`src/rtl/layer5_stream_rx.sv`:
```
// Layer-5 receive side of the layer-4 serial feature stream: checks the word
// address sequence and reassembles each DEPTH-word frame into one parallel vector.
module layer5_stream_rx #(
  parameter int WIDTH = 16,
  parameter int DEPTH = 84,
  parameter int AW    = 7
) (
  input  logic                     clk,
  input  logic                     rst,
  input  logic [WIDTH-1:0]         din,
  input  logic [AW-1:0]            addr,
  input  logic                     en,
  output logic [0:DEPTH*WIDTH-1]   dout,
  output logic                     valid,
  output logic [7:0]               frame_cnt,
  output logic                     err,
  output logic [7:0]               drop_cnt
);

  typedef enum logic [1:0] {S_IDLE, S_RECV, S_DROP} state_t;

  localparam logic [AW-1:0] LAST = AW'(DEPTH - 1);

  state_t                          r_state;
  logic [AW-1:0]                   r_exp;
  logic [0:DEPTH-1][WIDTH-1:0]     r_asm;
  logic [0:DEPTH-1][WIDTH-1:0]     r_dout;
  logic                            r_valid;
  logic [7:0]                      r_frame_cnt;
  logic                            r_err;
  logic [7:0]                      r_drop_cnt;

  logic                            w_addr0;
  logic [7:0]                      w_drop_inc;
  logic [0:DEPTH-1][WIDTH-1:0]     w_asm_last;

  assign w_addr0    = (addr == '0);
  assign w_drop_inc = (r_drop_cnt == 8'hFF) ? r_drop_cnt : r_drop_cnt + 8'd1;

  // The completing word is merged here so dout includes it on the same edge.
  always_comb begin
    w_asm_last          = r_asm;
    w_asm_last[DEPTH-1] = din;
  end

  always_ff @(posedge clk) begin
    if (rst) begin
      r_state     <= S_IDLE;
      r_exp       <= '0;
      r_dout      <= '0;
      r_valid     <= 1'b0;
      r_frame_cnt <= 8'd0;
      r_err       <= 1'b0;
      r_drop_cnt  <= 8'd0;
    end else begin
      r_valid <= 1'b0;
      if (en) begin
        case (r_state)
          S_IDLE: begin
            if (w_addr0) begin
              r_asm[0] <= din;
              r_exp    <= AW'(1);
              r_state  <= S_RECV;
            end else begin
              r_err      <= 1'b1;
              r_drop_cnt <= w_drop_inc;
              r_state    <= S_DROP;
            end
          end
          S_RECV: begin
            if (addr == r_exp) begin
              r_asm[r_exp] <= din;
              if (addr == LAST) begin
                r_dout      <= w_asm_last;
                r_valid     <= 1'b1;
                r_frame_cnt <= r_frame_cnt + 8'd1;
                r_exp       <= '0;
                r_state     <= S_IDLE;
              end else begin
                r_exp <= r_exp + AW'(1);
              end
            end else begin
              r_err      <= 1'b1;
              r_drop_cnt <= w_drop_inc;
              // An unexpected word 0 is taken as the start of a fresh frame.
              if (w_addr0) begin
                r_asm[0] <= din;
                r_exp    <= AW'(1);
              end else begin
                r_state <= S_DROP;
              end
            end
          end
          S_DROP: begin
            if (w_addr0) begin
              r_asm[0] <= din;
              r_exp    <= AW'(1);
              r_state  <= S_RECV;
            end
          end
          default: r_state <= S_IDLE;
        endcase
      end
    end
  end

  assign dout      = r_dout;
  assign valid     = r_valid;
  assign frame_cnt = r_frame_cnt;
  assign err       = r_err;
  assign drop_cnt  = r_drop_cnt;

endmodule

```
`config.mk`:
```
export PLATFORM = sky130hd
export DESIGN_NAME = layer5_stream_rx
export DESIGN_NICKNAME = d
export VERILOG_FILES = /design/src/rtl/layer5_stream_rx.sv
export SDC_FILE = /design/constraint.sdc
export NUM_CORES = 2
export LEC_CHECK = 0
export ABC_AREA = 0
export CAP_MARGIN = 0
export CORE_AREA = 2 2 537 539
export DETAILED_ROUTE_END_ITERATION = 12
export DIE_AREA = 0 0 539 541
export SETUP_SLACK_MARGIN = 0.4
export SLEW_MARGIN = 20
export SYNTH_ARGS = -nofsm -noshare
export SYNTH_HDL_FRONTEND = slang
export SYNTH_SLANG_ARGS = --single-unit
```
`constraint.sdc`:
```
create_clock -name clk -period 8.1 [get_ports clk]
set_input_delay 0.81 -clock clk [delete_from_list [all_inputs] [get_ports clk]]
set_output_delay 0.81 -clock clk [all_outputs]
set_load 0.005 [all_outputs]
```
==> impl_metrics.json <==
{
  "detail-route-antenna-nets": 0,
  "overflow": 0,
  "placed_cells": 12317,
  "wl_met3_um": 28600,
  "synth_cell_types": 42,
  "fin_crit_sh_pct": 58.0,
  "drc": 0,
  "slew_headroom_pct": 22.4,
  "wl_met2_um": 139000,
  "ios": 1388,
  "syn_inst": 7491,
  "antenna_found_initial": 26,
  "cp.arrival_ps": 5160,
  "end_kind": "flop",
  "core_area_sq_um": 286000,
  "rsz0062_at_grt": "false",
  "grt_max_degree": 211,
  "wl_met1_um": 122000,
  "cts_setup_buffers": 0,
  "syn_area_sq_um": 87700,
  "period_minus_slack_ps": 4700,
  "setup_tns_ps": 0,
  "leakage_nw": 36.0,
  "stdcell_count": 12841,
  "hpwl_um": 188000,
  "tightest_slew_ps": 1160,
  "finalClockSkew_ps": 49.7,
  "firstDrtPassIters": 6,
  "fmax_mhz": 213,
  "min_path_type": "primary input to flop",
  "cts_buffer_depth": 4,
  "wl_um": 302000,
  "ir_worst_vdd_uv": 189,
  "die_area_sq_um": 292000,
  "avgSynthCellArea_sq_um": 11.7,
  "drtIter0Drc": 5203,
  "ys_ff_latch": 2699,
  "multi_input_area_sq_um": 18600,
  "io_buffers": 1387,
  "vias_per_cell": 4.76,
  "wl_per_cell_um": 23.5,
  "clock_latency_ps": 880,
  "slowest_delay_ps": 850,
  "die_h_um": 541,
  "place.gp.congestion": 0.824,
  "h-tree-depth": 5,
  "crit_chain": "clkdlybuf4s50_1, xor2_1, or4_1, nor4_1, nand3b_1, buf_4, nor2_2",
  "status": "completed",
  "fill_cells": 26917,
  "ys_warn_count": 0,
  "final_nets": 8851,
  "groute.usage.overall_pct": 19.7,
  "cts_tree": "yes",
  "clockRootBuffer": "clkbuf_16",
  "rows": 197,
  "via_count": 61133,
  "die_x_um": 539,
  "power_density_nw_per_um2": 243,
  "clk_pin_slew_ps": 60,
  "startpoint_type": "primary input",
  "numCtsBuffers": 284,
  "grt_pass1_wl_um": 422000,
  "crit_type": "primary input to flop",
  "ff_latch_area_sq_um": 67300,
  "report.final.slew_viol_count": 0,
  "highest_layer": "met4",
  "ys_seq_area_share_pct": 76.7,
  "setup_violations": 0,
  "maxCapViolCount": 0,
  "synth_fp_nets": 7520,
  "final_layout_size_suffix_gt1_share_pct": 7.01,
  "grt_pass1_vias": 58535,
  "crit_slowest_cell": "nor4_1",
  "crit_fanout": 16,
  "postCtsHoldBufs": 0,
  "clock_sinks": 2699,
  "cts_resized": 0,
  "area.growth.synth_to_final_pct": 31.3,
  "final-hold-violation-count": 0,
  "initial_utilization_pct": 30.6,
  "worstPathRequired_ps": 8570
}
==> area by class of cell <==
class | instances | area share (%)
well taps | 3781 | 4.11
clock inverters | 130 | 1.34
clock buffers | 388 | 6.87
diodes | 6 | 0.0130
flip-flops and latches | 2699 | 58.4
inverters | 9 | 0.0293
multi-input cells | 4317 | 16.2
repair buffers | 1511 | 13.0
==> through the flow <==
step | area (sq um) | setup slack, ps | hold WS [ps] | utilization (%) | power, mW
after floorplan | 87700 | 4520 | 442 | - | 14.7
after global placement | 106000 | 2370 | 439 | 36.9 | 15.0
after detailed placement | 106000 | 2400 | 442 | 36.9 | 15.0
after CTS | 115000 | 3310 | 308 | 40.2 | 28.2
after global routing | 115000 | 3060 | 329 | 40.2 | 28.7
final | 115000 | 3400 | 388 | 40.2 | 27.9
==> synth_stat cells <==
cell type	number	area share [%]
o31ai_1	4	0.034
nand2b_1	1	0.0071
inv_1	9	0.039
or3_1	8	0.057
nor4_1	5	0.036
xor2_1	4	0.040
dfxtp_1	1371	31
a31oi_1	3	0.021
o221a_2	1	0.013
nand2_1	2716	12
nand3_1	14	0.080
o211ai_1	1	0.0086
nor3_1	5	0.029
or4_1	8	0.068
xnor2_1	5	0.050
o2bb2ai_1	2	0.020
ha_1	3	0.043
o21ai_0	10	0.057
a21oi_1	1357	7.7
nor2_1	111	0.47
and4_1	1	0.010
a2111oi_0	1	0.010
nand3b_1	1	0.0086
a32o_1	1	0.011
a21o_1	2	0.017
buf_4	20	0.17
nor4_4	1	0.024
nor3b_1	1	0.0086
a221oi_1	1	0.010
and3_1	4	0.029
a21bo_2	1	0.011
clkbuf_1	317	1.4
o2111ai_1	1	0.010
mux2i_1	18	0.21
nor2b_1	8	0.057
edfxtp_1	1328	45
and2_1	2	0.014
o311a_1	2	0.023
nand4b_1	4	0.040
nand4_1	9	0.064
buf_2	129	0.74
mux2_2	1	0.013
==> path summary, 6_finish.rpt <==
check                         start                endpoint  slack, ps  cells past startpoint
max                         addr[0]    r_asm[443]$_DFFE_PP_       3400                      7
min                         din[15]   r_asm[1279]$_DFFE_PP_        390                      1
max reg2reg   r_exp[0]$_SDFFE_PP0P_    r_asm[443]$_DFFE_PP_       3570                      6
min reg2reg  dout[355]$_SDFFE_PP0P_  dout[355]$_SDFFE_PP0P_        450                      2
==> kinds of logic after synthesis <==
group	Yosys count	synth area share, %
AO/OA/AOI/OAI	1387	7.99
buffers and inverters	475	2.30
AND/OR/NAND/NOR	2899	12.6
flip-flops	2699	76.7
multiplexers	19	0.218
adder cells (fa/ha/maj)	3	0.0428
XOR/XNOR	9	0.0898
==> worst max-delay path: cells and delay by family <==
family / cells / cell delay, ps
xor gates and xnor gates: 1 / 170
and+or+nand+nor: 4 / 2910
buffers and inverters: 2 / 1180
==> cells in the final DEF (no fill, tap or decap), types with 29 or more instances in the layout <==
cell	instances
dfxtp_1	1371
buf_4	121
clkbuf_16	290
clkbuf_8	29
nand2_1	2713
clkdlybuf4s50_1	1370
clkbuf_1	69
a21oi_1	1357
nor2_1	54
edfxtp_1	1328
clkinv_2	42
nor2_2	48
==> state kept, by name (all words and copies together), names as in the netlist <==
| name | count |
|---|---|
| r_asm | 1328 |
| valid | 1 |
| drop_cnt | 8 |
| err | 1 |
| r_exp | 7 |
| dout | 1344 |
| r_state | 2 |
| frame_cnt | 8 |
==> per-layer routing <==
| layer | vias to the layer above | global-route usage (%) |
|---|---|---|
| li1 | 27959 | - |
| met1 | 30024 | 24.7 |
| met2 | 2621 | 31.6 |
| met3 | 529 | 6.24 |
| met4 | 0 | 7.71 |
| met5 | - | 0 |
==> report_power, final <==
group	leakage [nW]	switching (mW)	internal (mW)
registers	23.0	0.00421	14.3
clock network	4.59	5.54	7.67
logic	8.43	0.391	0.0366
(Power assumes the default switching activity.)
